===== config.mk =====
export PLATFORM = sky130hd
export DESIGN_NAME = rege_flat
export DESIGN_NICKNAME = d
export VERILOG_FILES = /design/src/rtl/rege_pkg.sv /design/src/rtl/rege_if.sv /design/src/rtl/regE_lat_cnt.sv /design/src/rtl/rege.sv /design/src/flat_wrapper.sv
export SDC_FILE = /design/constraint.sdc
export NUM_CORES = 1
export LEC_CHECK = 0
export BUFFER_PORTS_ARGS = -buffer_cell sky130_fd_sc_hd__buf_2
export CAP_MARGIN = 40
export CORE_AREA = 2 2 194 196
export CTS_CLUSTER_SIZE = 16
export DETAILED_ROUTE_END_ITERATION = 8
export DIE_AREA = 0 0 196 198
export PLACE_DENSITY = 0.57
export SLEW_MARGIN = 5
export SYNTH_ARGS = -nofsm -noshare
export SYNTH_HDL_FRONTEND = slang
export SYNTH_SLANG_ARGS = --single-unit
export TNS_END_PERCENT = 30

===== constraint.sdc =====
create_clock -name clk -period 2.19 [get_ports clk]
set_input_delay 0.1095 -clock clk [delete_from_list [all_inputs] [get_ports clk]]
set_output_delay 0.1095 -clock clk [all_outputs]
set_load 0.02 [all_outputs]

===== src/rtl/rege_pkg.sv =====
// Shared pipeline package: default datapath widths and the decoded-op encoding.
// Imported by the execute-stage register slice, its interface and its latency counter.
package rege_pkg;

  localparam int unsigned PIPE_WIDTH      = 64;  // datapath and PC width
  localparam int unsigned PIPE_INSTR_SIZE = 32;  // instruction width
  localparam int unsigned PIPE_OP_SIZE    = 12;  // decoded-op width
  localparam int unsigned PIPE_GPR_SIZE   = 5;   // register-index width
  localparam int unsigned PIPE_LAT_SIZE   = 6;   // multi-cycle latency field width

  // One-hot decoded op classes carried through the pipeline.
  typedef enum logic [PIPE_OP_SIZE-1:0] {
    OP_ALU    = 12'h001,
    OP_MUL    = 12'h002,
    OP_DIV    = 12'h004,
    OP_LOAD   = 12'h008,
    OP_STORE  = 12'h010,
    OP_BRANCH = 12'h020
  } op_e;

endpackage


===== src/rtl/rege_if.sv =====
// Decode -> execute -> memory handshake and payload bundle for the execute stage.
//   slave  : the execute stage (consumes regD_*, regM_allow_in, flush; drives regE_*)
//   master : the surrounding pipeline / bench (drives regD_*, regM_allow_in, flush)
interface rege_if
  import rege_pkg::*;
#(
  parameter int unsigned WIDTH      = PIPE_WIDTH,
  parameter int unsigned INSTR_SIZE = PIPE_INSTR_SIZE,
  parameter int unsigned OP_SIZE    = PIPE_OP_SIZE,
  parameter int unsigned GPR_SIZE   = PIPE_GPR_SIZE,
  parameter int unsigned LAT_SIZE   = PIPE_LAT_SIZE
);

  logic                  regD_to_regE_valid;
  logic                  regM_allow_in;
  logic                  flush;
  logic [WIDTH-1:0]      regD_pc;
  logic [INSTR_SIZE-1:0] regD_instr;
  logic [OP_SIZE-1:0]    regD_op;
  logic [GPR_SIZE-1:0]   regD_rd;
  logic [WIDTH-1:0]      regD_src1;
  logic [WIDTH-1:0]      regD_src2;
  logic                  regD_multi;
  logic [LAT_SIZE-1:0]   regD_lat;

  logic                  regE_allow_in;
  logic                  regE_to_regM_valid;
  logic [WIDTH-1:0]      regE_pc;
  logic [INSTR_SIZE-1:0] regE_instr;
  logic [OP_SIZE-1:0]    regE_op;
  logic [GPR_SIZE-1:0]   regE_rd;
  logic [WIDTH-1:0]      regE_src1;
  logic [WIDTH-1:0]      regE_src2;
  logic                  regE_busy;

  modport slave (
    input  regD_to_regE_valid, regM_allow_in, flush,
    input  regD_pc, regD_instr, regD_op, regD_rd, regD_src1, regD_src2,
    input  regD_multi, regD_lat,
    output regE_allow_in, regE_to_regM_valid,
    output regE_pc, regE_instr, regE_op, regE_rd, regE_src1, regE_src2,
    output regE_busy
  );

  modport master (
    output regD_to_regE_valid, regM_allow_in, flush,
    output regD_pc, regD_instr, regD_op, regD_rd, regD_src1, regD_src2,
    output regD_multi, regD_lat,
    input  regE_allow_in, regE_to_regM_valid,
    input  regE_pc, regE_instr, regE_op, regE_rd, regE_src1, regE_src2,
    input  regE_busy
  );

endinterface


===== src/rtl/regE_lat_cnt.sv =====
// Execute-stage latency counter: counts remaining extra execute cycles of the
// op held in the stage.
//   clk, rst : clock, synchronous active-high reset
//   clr      : clear the count (flush)
//   load     : load loadVal (op accepted)
//   loadVal  : extra-cycle count of the accepted op
//   dec      : stage holds a valid op; count down while nonzero
//   zero     : count is zero (op ready to leave)
module regE_lat_cnt
  import rege_pkg::*;
#(
  parameter int unsigned LAT_SIZE = PIPE_LAT_SIZE
) (
  input  logic                clk,
  input  logic                rst,
  input  logic                clr,
  input  logic                load,
  input  logic [LAT_SIZE-1:0] loadVal,
  input  logic                dec,
  output logic                zero
);

  logic [LAT_SIZE-1:0] cnt;

  always_ff @(posedge clk) begin
    if (rst || clr) begin
      cnt <= '0;
    end else if (load) begin
      cnt <= loadVal;
    end else if (dec && (cnt != '0)) begin
      cnt <= cnt - 1'b1;
    end
  end

  always_comb begin
    zero = (cnt == '0);
  end

endmodule


===== src/rtl/rege.sv =====
// Execute-stage pipeline register (regE). Holds one op between decode and
// memory, stretching multi-cycle ops by their latency field before offering
// them downstream.
//   clk, rst : clock, synchronous active-high reset
//   bus      : rege_if.slave -- regD_* payload/valid in, regM_allow_in and
//              flush in; regE_* payload, regE_allow_in, regE_to_regM_valid,
//              regE_busy out
module rege
  import rege_pkg::*;
#(
  parameter int unsigned WIDTH      = PIPE_WIDTH,
  parameter int unsigned INSTR_SIZE = PIPE_INSTR_SIZE,
  parameter int unsigned OP_SIZE    = PIPE_OP_SIZE,
  parameter int unsigned GPR_SIZE   = PIPE_GPR_SIZE,
  parameter int unsigned LAT_SIZE   = PIPE_LAT_SIZE
) (
  input  logic   clk,
  input  logic   rst,
  rege_if.slave  bus
);

  logic                  regEValid;
  logic                  readyGo;
  logic                  allowIn;
  logic                  accept;
  logic                  take;
  logic [LAT_SIZE-1:0]   latLoad;

  logic [WIDTH-1:0]      pcQ;
  logic [INSTR_SIZE-1:0] instrQ;
  logic [OP_SIZE-1:0]    opQ;
  logic [GPR_SIZE-1:0]   rdQ;
  logic [WIDTH-1:0]      src1Q;
  logic [WIDTH-1:0]      src2Q;

  always_comb begin
    allowIn = !regEValid || (readyGo && bus.regM_allow_in);
    accept  = bus.regD_to_regE_valid && allowIn;
    // A flush overrides a concurrent accept, so nothing is captured.
    take    = accept && !bus.flush;
    latLoad = bus.regD_multi ? bus.regD_lat : '0;
  end

  regE_lat_cnt #(
    .LAT_SIZE (LAT_SIZE)
  ) u_latCnt (
    .clk     (clk),
    .rst     (rst),
    .clr     (bus.flush),
    .load    (take),
    .loadVal (latLoad),
    .dec     (regEValid),
    .zero    (readyGo)
  );

  always_ff @(posedge clk) begin
    if (rst) begin
      regEValid <= 1'b0;
    end else if (bus.flush) begin
      regEValid <= 1'b0;
    end else if (allowIn) begin
      regEValid <= bus.regD_to_regE_valid;
    end
  end

  always_ff @(posedge clk) begin
    if (rst) begin
      pcQ    <= '0;
      instrQ <= '0;
      opQ    <= '0;
      rdQ    <= '0;
      src1Q  <= '0;
      src2Q  <= '0;
    end else if (take) begin
      pcQ    <= bus.regD_pc;
      instrQ <= bus.regD_instr;
      opQ    <= bus.regD_op;
      rdQ    <= bus.regD_rd;
      src1Q  <= bus.regD_src1;
      src2Q  <= bus.regD_src2;
    end
  end

  always_comb begin
    bus.regE_allow_in      = allowIn;
    bus.regE_to_regM_valid = regEValid && readyGo;
    bus.regE_busy          = regEValid && !readyGo;
    bus.regE_pc            = pcQ;
    bus.regE_instr         = instrQ;
    bus.regE_op            = opQ;
    bus.regE_rd            = rdQ;
    bus.regE_src1          = src1Q;
    bus.regE_src2          = src2Q;
  end

endmodule


===== src/flat_wrapper.sv =====
// flat-port wrapper written by rule: the top's interface ports become plain ports
module rege_flat import rege_pkg::*;
#(
  parameter int unsigned WIDTH      = PIPE_WIDTH,
  parameter int unsigned INSTR_SIZE = PIPE_INSTR_SIZE,
  parameter int unsigned OP_SIZE    = PIPE_OP_SIZE,
  parameter int unsigned GPR_SIZE   = PIPE_GPR_SIZE,
  parameter int unsigned LAT_SIZE   = PIPE_LAT_SIZE
)
  (clk, rst, bus_regD_to_regE_valid, bus_regM_allow_in, bus_flush, bus_regD_pc, bus_regD_instr, bus_regD_op, bus_regD_rd, bus_regD_src1, bus_regD_src2, bus_regD_multi, bus_regD_lat, bus_regE_allow_in, bus_regE_to_regM_valid, bus_regE_pc, bus_regE_instr, bus_regE_op, bus_regE_rd, bus_regE_src1, bus_regE_src2, bus_regE_busy);
  rege_if #(.WIDTH(WIDTH), .INSTR_SIZE(INSTR_SIZE), .OP_SIZE(OP_SIZE), .GPR_SIZE(GPR_SIZE), .LAT_SIZE(LAT_SIZE)) bus_i ();
  input  logic clk;
  input  logic rst;
  input wire logic [$bits(bus_i.regD_to_regE_valid)-1:0] bus_regD_to_regE_valid;
  input wire logic [$bits(bus_i.regM_allow_in)-1:0] bus_regM_allow_in;
  input wire logic [$bits(bus_i.flush)-1:0] bus_flush;
  input wire logic [$bits(bus_i.regD_pc)-1:0] bus_regD_pc;
  input wire logic [$bits(bus_i.regD_instr)-1:0] bus_regD_instr;
  input wire logic [$bits(bus_i.regD_op)-1:0] bus_regD_op;
  input wire logic [$bits(bus_i.regD_rd)-1:0] bus_regD_rd;
  input wire logic [$bits(bus_i.regD_src1)-1:0] bus_regD_src1;
  input wire logic [$bits(bus_i.regD_src2)-1:0] bus_regD_src2;
  input wire logic [$bits(bus_i.regD_multi)-1:0] bus_regD_multi;
  input wire logic [$bits(bus_i.regD_lat)-1:0] bus_regD_lat;
  output wire logic [$bits(bus_i.regE_allow_in)-1:0] bus_regE_allow_in;
  output wire logic [$bits(bus_i.regE_to_regM_valid)-1:0] bus_regE_to_regM_valid;
  output wire logic [$bits(bus_i.regE_pc)-1:0] bus_regE_pc;
  output wire logic [$bits(bus_i.regE_instr)-1:0] bus_regE_instr;
  output wire logic [$bits(bus_i.regE_op)-1:0] bus_regE_op;
  output wire logic [$bits(bus_i.regE_rd)-1:0] bus_regE_rd;
  output wire logic [$bits(bus_i.regE_src1)-1:0] bus_regE_src1;
  output wire logic [$bits(bus_i.regE_src2)-1:0] bus_regE_src2;
  output wire logic [$bits(bus_i.regE_busy)-1:0] bus_regE_busy;
  assign bus_i.regD_to_regE_valid = bus_regD_to_regE_valid;
  assign bus_i.regM_allow_in = bus_regM_allow_in;
  assign bus_i.flush = bus_flush;
  assign bus_i.regD_pc = bus_regD_pc;
  assign bus_i.regD_instr = bus_regD_instr;
  assign bus_i.regD_op = bus_regD_op;
  assign bus_i.regD_rd = bus_regD_rd;
  assign bus_i.regD_src1 = bus_regD_src1;
  assign bus_i.regD_src2 = bus_regD_src2;
  assign bus_i.regD_multi = bus_regD_multi;
  assign bus_i.regD_lat = bus_regD_lat;
  assign bus_regE_allow_in = bus_i.regE_allow_in;
  assign bus_regE_to_regM_valid = bus_i.regE_to_regM_valid;
  assign bus_regE_pc = bus_i.regE_pc;
  assign bus_regE_instr = bus_i.regE_instr;
  assign bus_regE_op = bus_i.regE_op;
  assign bus_regE_rd = bus_i.regE_rd;
  assign bus_regE_src1 = bus_i.regE_src1;
  assign bus_regE_src2 = bus_i.regE_src2;
  assign bus_regE_busy = bus_i.regE_busy;
  rege #(.WIDTH(WIDTH), .INSTR_SIZE(INSTR_SIZE), .OP_SIZE(OP_SIZE), .GPR_SIZE(GPR_SIZE), .LAT_SIZE(LAT_SIZE)) u_core (.clk(clk), .rst(rst), .bus(bus_i));
endmodule

==> run_results.csv, run 1 <==
group,metric,value,unit
outcome,run_status,"finished, final reports clean",
setup_path,cp.required,2080,ps
pwr,internal_power,0.008547,W
detailed_routing,routedWlPerCell,14.32,um
cts,clockBufferDepth,3,
floorplan,fp-row-count,71,
setup_path,critical_path_peak_fanout,7,
layout,finalInstanceArea,15270,um2
min_path,hold_class,"in -> reg",
grt,largest_net_degree_at_the_start_of_global_routing,125,
cts,number_of_buffers_created_by_cts,29,
floorplan,die_w,196,um
flow_run,max_cap_violations,0,
timing,final-max-slew-violation-count,0,
detailed_routing,drt_drc,0,
placed_design,dp_hpwl,21550,um
cts,postCtsSetupRepairBufs,0,
grt,groute.usage.overall,15.81,%
detailed_routing,drtPass1Iterations,5,
timing,top_achievable_clock_speed,0.4721,GHz
floorplan,floorplan.die_area,38810,um2
timing,min_period,2118,ps
layout,seq_area,4965,um2
logic_synthesis,synthCells,1109,
timing,totalNegativeSetupSlack,0,ps
pwr,leakagePower,6.990,nW
layout,fillCellCount,3648,
grt,grt_pass1_vias,9711,
timing,tightestPinTransition,683.2,ps
placed_design,placement.io_buffers,496,
logic_synthesis,synth_commonest_cells,"sky130_fd_sc_hd__nand2_1, sky130_fd_sc_hd__dfxtp_1, sky130_fd_sc_hd__a21oi_1, sky130_fd_sc_hd__clkbuf_1, sky130_fd_sc_hd__buf_2",
placed_design,preCtsSetupSlack,273.7,ps
logic_synthesis,synth-seq-cells,248,
logic_synthesis,ys_async_sr_fraction,0,%
pwr,power.combinational.fraction,18.0,%
logic_synthesis,synth.cell_area,8942,um2
logic_synthesis,share_of_synthesized_cell_area_in_and_or_nand_and_nor_gates,22.43,%
cts,htree_num_levels,1,
grt,grt_remaining_overflow,0,
timing,maxSlewHeadroom,54.45,%
floorplan,fp.coreArea,36960,um2
grt,grt_antenna_before_repair,3,
pwr,p_per_area,772.8,nW/um2
detailed_routing,detailedRoute.firstIterationViolations,490,
cts,clkLatencyLatePin,550,ps
detailed_routing,routed_wirelength,33270,um
layout,multiInputGateArea,3452,um2
timing,setup_viol,0,
logic_synthesis,ys_top_cells_by_area,"sky130_fd_sc_hd__dfxtp_1, sky130_fd_sc_hd__nand2_1, sky130_fd_sc_hd__a21oi_1",
placed_design,gpl.final_weighted_congestion,0.7754,
pwr,vdd.ir_drop.worst,0.5675,mV
logic_synthesis,synthesis.area_per_instance,8.063,um2
logic_synthesis,yosys-mux-area-fraction,0.1259,%
logic_synthesis,yosysUniqueCellTypes,42,
logic_synthesis,fraction_of_synthesized_cell_area_in_xor_and_xnor_cells,0.09794,%
logic_synthesis,number_of_flops_mapped_to_enable_cells_by_yosys,0,
floorplan,start_util,24.20,%
timing,finalCritPeriodShare,96.71,%
logic_synthesis,most_repeated_cell_in_the_gate_level_netlist_after_synthesis,"sky130_fd_sc_hd__nand2_1",
floorplan,die-height,198,um
setup_path,cp-start-kind,"flip-flop",
logic_synthesis,synth-seq-area-share,55.52,%
layout,nNetsFinal,2079,
logic_synthesis,yosys_warnings,0,
setup_path,worst-endpoint-arrival,2010,ps
cts,cts_tree,"done",
timing,hold_violations,0,
layout,area_overhead_of_the_layout_relative_to_synthesis,70.76,%
cts,numClockSinks,248,
pwr,switching_share,27.57,%
pwr,power_frac_seq,41.9,%
setup_path,end_kind,"primary output",
cts,clockRootBuffer,"sky130_fd_sc_hd__clkbuf_16",
detailed_routing,vias_per_instance,4.327,
timing,finClkSkew,10.71,ps
timing,rsz0062_at_grt,"true",
pwr,netSwitchingPower,0.003254,W
grt,grt_first_pass_wirelength,50040,um
logic_synthesis,synth_nets,1363,
logic_synthesis,yosysTopAreaCellShare,55.52,%
timing,finalHoldWorstSlack,44.75,ps
detailed_routing,dr_vias,10052,
placed_design,post_dp_cell_area,11780,um2
logic_synthesis,synth_top_family_by_area,"simple AND/OR/NAND/NOR gates",
cts,path_clk_slew,60,ps
logic_synthesis,synth-compound-area-share,15.61,%
timing,layout_setup_ws,71.97,ps
setup_path,timing_worst_setup_path_type,"reg -> out",
pwr,power.clock.fraction,40.2,%
logic_synthesis,yosys_top_cell_by_area,"sky130_fd_sc_hd__dfxtp_1",
logic_synthesis,yosys.area_share.adder,0.1399,%
detailed_routing,ant_nets,0,
logic_synthesis,ys.flop_type,"sky130_fd_sc_hd__dfxtp_1",
floorplan,ios,497,
layout,layout-drive-gt1-share,31.49,%
-- registers in the layout, summed over array words and instances (netlist names) --
register               count
u_core.bus.regE_pc        64
u_core.bus.regE_src1      64
u_core.bus.regE_src2      64
u_core.bus.regE_instr     32
u_core.bus.regE_op        12
u_core.u_latCnt.cnt        6
u_core.bus.regE_rd         5
u_core.regEValid           1
-- path summary, 6_finish.rpt --
path,slack (ps),end,startpoint,cells past startpoint
worst min register to register,450,u_core.bus.regE_instr[2]$_SDFFE_PP0P_,u_core.bus.regE_instr[2]$_SDFFE_PP0P_,2
worst max register to register,130,u_core.u_latCnt.cnt[0]$_SDFFE_PP0P_,u_core.u_latCnt.cnt[0]$_SDFFE_PP0P_,7
worst min-delay path,40,u_core.u_latCnt.cnt[1]$_SDFFE_PP0P_,bus_flush,3
worst max-delay path,70,bus_regE_busy,u_core.u_latCnt.cnt[0]$_SDFFE_PP0P_,5
-- worst max-delay path, stage by stage, from the launching register on --
cell and delay (ps):
sky130_fd_sc_hd__dfxtp_1 390, sky130_fd_sc_hd__inv_1 70, sky130_fd_sc_hd__ha_1 220, sky130_fd_sc_hd__nor3b_4 190, sky130_fd_sc_hd__a21boi_2 330, sky130_fd_sc_hd__buf_2 260
-- routing by layer --
metal | vias up | track usage (%) | routed length (um) | share of wire, %
met5 | - | 0 | 0 | 0
li1 | 5013 | - | - | -
met2 | 346 | 27.68 | 16180 | 49
met4 | 0 | 7.379 | 1338 | 4.0
met3 | 81 | 3.407 | 2064 | 6.2
met1 | 4612 | 18.47 | 13690 | 41
-- metrics by stage --
stage | cells | util (%) | total power [W]
2_1_floorplan | 1109 | - | 0.006081
3_3_place_gp | 2015 | 31.88 | 0.006763
3_5_place_dp | 2015 | 31.88 | 0.006787
4_1_cts | 2319 | 41.26 | 0.01196
5_1_grt | 2321 | 41.31 | 0.01234
6_report | 2323 | 41.32 | 0.01180
-- power by group through the flow --
stage	combinational (W)	sequential [W]	clock, W
3_5_place_dp	0.00176	0.00503	0
6_report	0.00212	0.00494	0.00474
2_1_floorplan	0.000714	0.00537	0
4_1_cts	0.00212	0.00494	0.00491
5_1_grt	0.00230	0.00497	0.00506
3_3_place_gp	0.00174	0.00502	0
-- timing repair --
item,CTS,global route
endpoints found under the setup margin,1,2
hold endpoints to repair,248,0
pin swaps,0,0
hold buffers,253,0
resized for setup,1,3
gates cloned,0,0
-- area by class of cell --
type / instances / share of cell area, %
Antenna cell: 4 / 0.06555
Clock buffer: 38 / 5.302
Clock inverter: 13 / 0.8194
Inverter: 3 / 0.07375
Multi-Input combinational cell: 775 / 22.61
Sequential cell: 248 / 32.51
Tap cell: 474 / 3.884
Timing Repair Buffer: 768 / 34.73
-- cells in the final DEF, fill, tap and decap left out, types with 2 or more instances in the layout --
| master | instances |
|---|---|
| sky130_fd_sc_hd__buf_12 | 11 |
| sky130_fd_sc_hd__a21oi_1 | 238 |
| sky130_fd_sc_hd__bufinv_16 | 2 |
| sky130_fd_sc_hd__o21ai_0 | 2 |
| sky130_fd_sc_hd__a21oi_2 | 10 |
| sky130_fd_sc_hd__diode_2 | 4 |
| sky130_fd_sc_hd__dlygate4sd3_1 | 253 |
| sky130_fd_sc_hd__dfxtp_1 | 248 |
| sky130_fd_sc_hd__clkinv_2 | 8 |
| sky130_fd_sc_hd__clkbuf_1 | 4 |
| sky130_fd_sc_hd__buf_2 | 495 |
| sky130_fd_sc_hd__nor2_1 | 3 |
| sky130_fd_sc_hd__clkbuf_8 | 6 |
| sky130_fd_sc_hd__clkbuf_16 | 29 |
| sky130_fd_sc_hd__inv_1 | 3 |
| sky130_fd_sc_hd__o21a_1 | 2 |
| sky130_fd_sc_hd__and2_1 | 2 |
| sky130_fd_sc_hd__buf_4 | 8 |
| sky130_fd_sc_hd__nor3_1 | 4 |
| sky130_fd_sc_hd__nand2_1 | 486 |
| sky130_fd_sc_hd__a211oi_1 | 2 |
| sky130_fd_sc_hd__a21boi_2 | 2 |
| sky130_fd_sc_hd__nand3_1 | 2 |
-- kinds of logic after synthesis --
group                      count (synthesis)
and+or+nand+nor                          510
muxes                                      1
buffers and inverters                     86
DFF                                      248
adders and majority gates                  1
AOI/OAI and AO/OA                        262
xor gates and xnor gates                   1
Power figures use the tool's default switching activity.
==> run 2, diff against run 1 <==
Settings changed: ABC_AREA set to 1, CORE_AREA 2 2 194 196 to 2 2 195 197, DIE_AREA 0 0 196 198 to 0 0 197 199, PLACE_DENSITY 0.57 to 0.58.
==> run 2 against run 1 <==
- clock skew up 1.5 ps
- critical path depth up 5
- wire length up 9.4%
- critical endpoint is now u_core.bus.regE_src1[9]$_SDFFE_PP0P_
==> run_results.csv, run 2 <==
group,metric,value,unit
outcome,run_status,"finished, final reports clean",
timing,maxSlewHeadroom,67.49,%
setup_path,slowest_delay,560,ps
logic_synthesis,synthesis.area_per_instance,8.190,um2
timing,final-max-slew-violation-count,0,
logic_synthesis,synth_commonest_cells,"sky130_fd_sc_hd__nand2_1, sky130_fd_sc_hd__dfxtp_1, sky130_fd_sc_hd__nand3_1, sky130_fd_sc_hd__a21oi_1, sky130_fd_sc_hd__buf_2",
floorplan,start_util,25.61,%
grt,groute.usage.overall,16.85,%
logic_synthesis,ys.flop_type,"sky130_fd_sc_hd__dfxtp_1",
floorplan,ios,497,
placed_design,dp_hpwl,22850,um
logic_synthesis,ys_async_sr_fraction,0,%
min_path,worst_hold_path.num_cells,4,
grt,grt_pass1_vias,10727,
setup_path,worst-endpoint-arrival,2560,ps
layout,instances_no_fill,2381,
logic_synthesis,yosys_top_cell_by_area,"sky130_fd_sc_hd__dfxtp_1",
logic_synthesis,synthCells,1161,
layout,mostFrequentLayoutCells,"sky130_fd_sc_hd__buf_2, sky130_fd_sc_hd__nand2_1, sky130_fd_sc_hd__dlygate4sd3_1",
layout,final_common_cell,"sky130_fd_sc_hd__buf_2",
flow_run,max_cap_violations,0,
layout,seq_area,4965,um2
pwr,netSwitchingPower,0.003067,W
logic_synthesis,synth-seq-cells,248,
setup_path,critical_path.top_delay_family,"buffers and inverters",
cts,path_clk_slew,60,ps
logic_synthesis,yosysTopAreaCellShare,52.21,%
detailed_routing,routed_wirelength,36410,um
setup_path,timing_worst_setup_path_type,"in -> reg",
logic_synthesis,synth-seq-area-share,52.21,%
pwr,leakagePower,7.222,nW
timing,totalNegativeSetupSlack,0,ps
timing,rsz0062_at_grt,"false",
logic_synthesis,number_of_flops_mapped_to_enable_cells_by_yosys,0,
setup_path,critical_path_peak_fanout,43,
floorplan,floorplan.die_area,39200,um2
cts,htree_num_levels,1,
detailed_routing,dr_vias,11099,
grt,grt_first_pass_wirelength,54330,um
logic_synthesis,synth_nets,1415,
setup_path,r2r_cells,10,
setup_path,rrSetupSlack,140,ps
timing,tightestPinTransition,485.9,ps
floorplan,fp.coreArea,37130,um2
detailed_routing,drtPass1Iterations,5,
setup_path,cp.required,2670,ps
timing,min_period,2074,ps
pwr,vdd.ir_drop.worst,0.5832,mV
logic_synthesis,most_repeated_cell_in_the_gate_level_netlist_after_synthesis,"sky130_fd_sc_hd__nand2_1",
cts,numClockSinks,248,
logic_synthesis,synth.cell_area,9509,um2
setup_path,cp-start-kind,"input pin",
detailed_routing,drt_drc,0,
min_path,hold_path_startpoint,"bus_regM_allow_in",
timing,hold_violations,0,
logic_synthesis,yosysUniqueCellTypes,27,
cts,clockBufferDepth,3,
floorplan,fp-row-count,71,
setup_path,timing.critical_path.cells,"dlygate4sd3_1 -> buf_2 -> inv_1 -> nand2_1 -> clkinv_4 -> buf_12 -> buf_4 -> nand3_1 -> a21oi_1 -> dlygate4sd3_1",
setup_path,critical_path.reg2reg.startpoint,"u_core.u_latCnt.cnt[0]$_SDFFE_PP0P_",
setup_path,crit_top_cell,"sky130_fd_sc_hd__dlygate4sd3_1",
placed_design,gpl.final_weighted_congestion,0.8358,
setup_path,setup.worst_path.start,"bus_flush",
setup_path,crit_cells,10,
placed_design,placement.io_buffers,496,
layout,area_overhead_of_the_layout_relative_to_synthesis,68.76,%
pwr,power_frac_seq,42.7,%
layout,n_antenna_cell,0,
layout,fillCellCount,3549,
placed_design,dpl_cells,2069,
floorplan,die-height,199,um
detailed_routing,vias_per_instance,4.661,
setup_path,reg2reg_end,"u_core.bus.regE_src1[9]$_SDFFE_PP0P_",
cts,cts_tree,"done",
logic_synthesis,yosys_warnings,0,
detailed_routing,ant_nets,0,
pwr,internal_power,0.008307,W
detailed_routing,routedWlPerCell,15.29,um
layout,nNetsFinal,2141,
min_path,hold_end,"u_core.u_latCnt.cnt[4]$_SDFFE_PP0P_",
cts,number_of_buffers_created_by_cts,28,
cts,clockRootBuffer,"sky130_fd_sc_hd__clkbuf_16",
grt,grt_antenna_before_repair,0,
timing,finalHoldWorstSlack,33.66,ps
pwr,power.combinational.fraction,18.0,%
cts,clkLatencyLatePin,540,ps
timing,setup_viol,0,
pwr,power.clock.fraction,39.3,%
logic_synthesis,ys_top_cells_by_area,"sky130_fd_sc_hd__dfxtp_1, sky130_fd_sc_hd__nand3_1, sky130_fd_sc_hd__a21oi_1",
layout,layout-drive-gt1-share,33.67,%
floorplan,die_w,197,um
timing,top_achievable_clock_speed,0.4822,GHz
setup_path,end_kind,"flip-flop",
layout,multiInputGateArea,3806,um2
pwr,switching_share,26.97,%
timing,finClkSkew,12.21,ps
setup_path,cp_slowest_cell,"sky130_fd_sc_hd__dlygate4sd3_1",
detailed_routing,detailedRoute.firstIterationViolations,647,
min_path,hold_class,"in -> reg",
grt,grt_remaining_overflow,0,
timing,finalCritPeriodShare,94.69,%
pwr,p_per_area,708.7,nW/um2
setup_path,critPathBufInv,7,
grt,largest_net_degree_at_the_start_of_global_routing,92,
## run 2: cells by family after synthesis
family	synth area share (%)
AND/OR/NAND/NOR	25.42
adder cells (fa/ha/maj)	0.1316
buffers and inverters	7.869
flip-flops	52.21
AO/OA/AOI/OAI	14.28
XOR/XNOR	0.09212
## run 2: how the worst max path moves through the flow
stage	to	slack [ps]
floorplan	u_core.bus.regE_src1[23]$_SDFFE_PP0P_	680
global placement	u_core.bus.regE_src1[48]$_SDFFE_PP0P_	370
detailed placement	u_core.bus.regE_src1[48]$_SDFFE_PP0P_	320
CTS	u_core.bus.regE_src1[9]$_SDFFE_PP0P_	20
global route	u_core.bus.regE_src1[9]$_SDFFE_PP0P_	3
finish	u_core.bus.regE_src1[9]$_SDFFE_PP0P_	120
## run 2: worst register-to-register path: cells and delay by family, from the launching register on
kind,cells,cell delay [ps]
AO/OA/AOI/OAI,1,150
flip-flops,1,350
adder cells (fa/ha/maj),1,190
buffers and inverters,4,930
AND/OR/NAND/NOR,4,360
## run 2: power groups by stage
stage | Clock (W) | Sequential (W) | Combinational (W)
after floorplan | 0 | 0.00521 | 0.000696
after global placement | 0 | 0.00494 | 0.00162
after detailed placement | 0 | 0.00495 | 0.00164
after CTS | 0.00461 | 0.00485 | 0.00200
after global routing | 0.00479 | 0.00488 | 0.00222
final | 0.00447 | 0.00486 | 0.00205
## run 2: layout make-up
cell class              instances  share of cell area [%]
flip-flops and latches        248                   30.94
multi-input cells             783                   23.72
repair buffers                803                   35.61
inverters                      23                  0.6003
clock buffers                  45                   5.271
well taps                     474                   3.696
clock inverters                 5                  0.1715
## run 2: metal layers
layer / GRT usage [%] / vias up / wire length, um
li1: - / 5374 / -
met1: 19.88 / 5229 / 14940
met3: 3.306 / 84 / 2253
met2: 29.60 / 412 / 17900
met4: 7.602 / 0 / 1315
met5: 0 / - / 0
## run 2: what timing repair did
item | in CTS | in global routing
endpoints found under the setup margin | 0 | 3
hold buffers | 253 | 0
resized for setup | 0 | 8
endpoints found under the hold margin | 248 | 0
buffers inserted | 0 | 6
## run 2: metrics by stage
stage | util [%] | setup WS, ps | power (W) | area [um2]
final | 43.22 | 116.3 | 0.01137 | 16050
after global routing | 43.22 | 2.682 | 0.01188 | 16050
after CTS | 42.83 | 22.80 | 0.01146 | 15900
after detailed placement | 33.65 | 316.9 | 0.006584 | 12500
after global placement | 33.65 | 367.4 | 0.006564 | 12500
after floorplan | - | 682.6 | 0.005904 | 9509
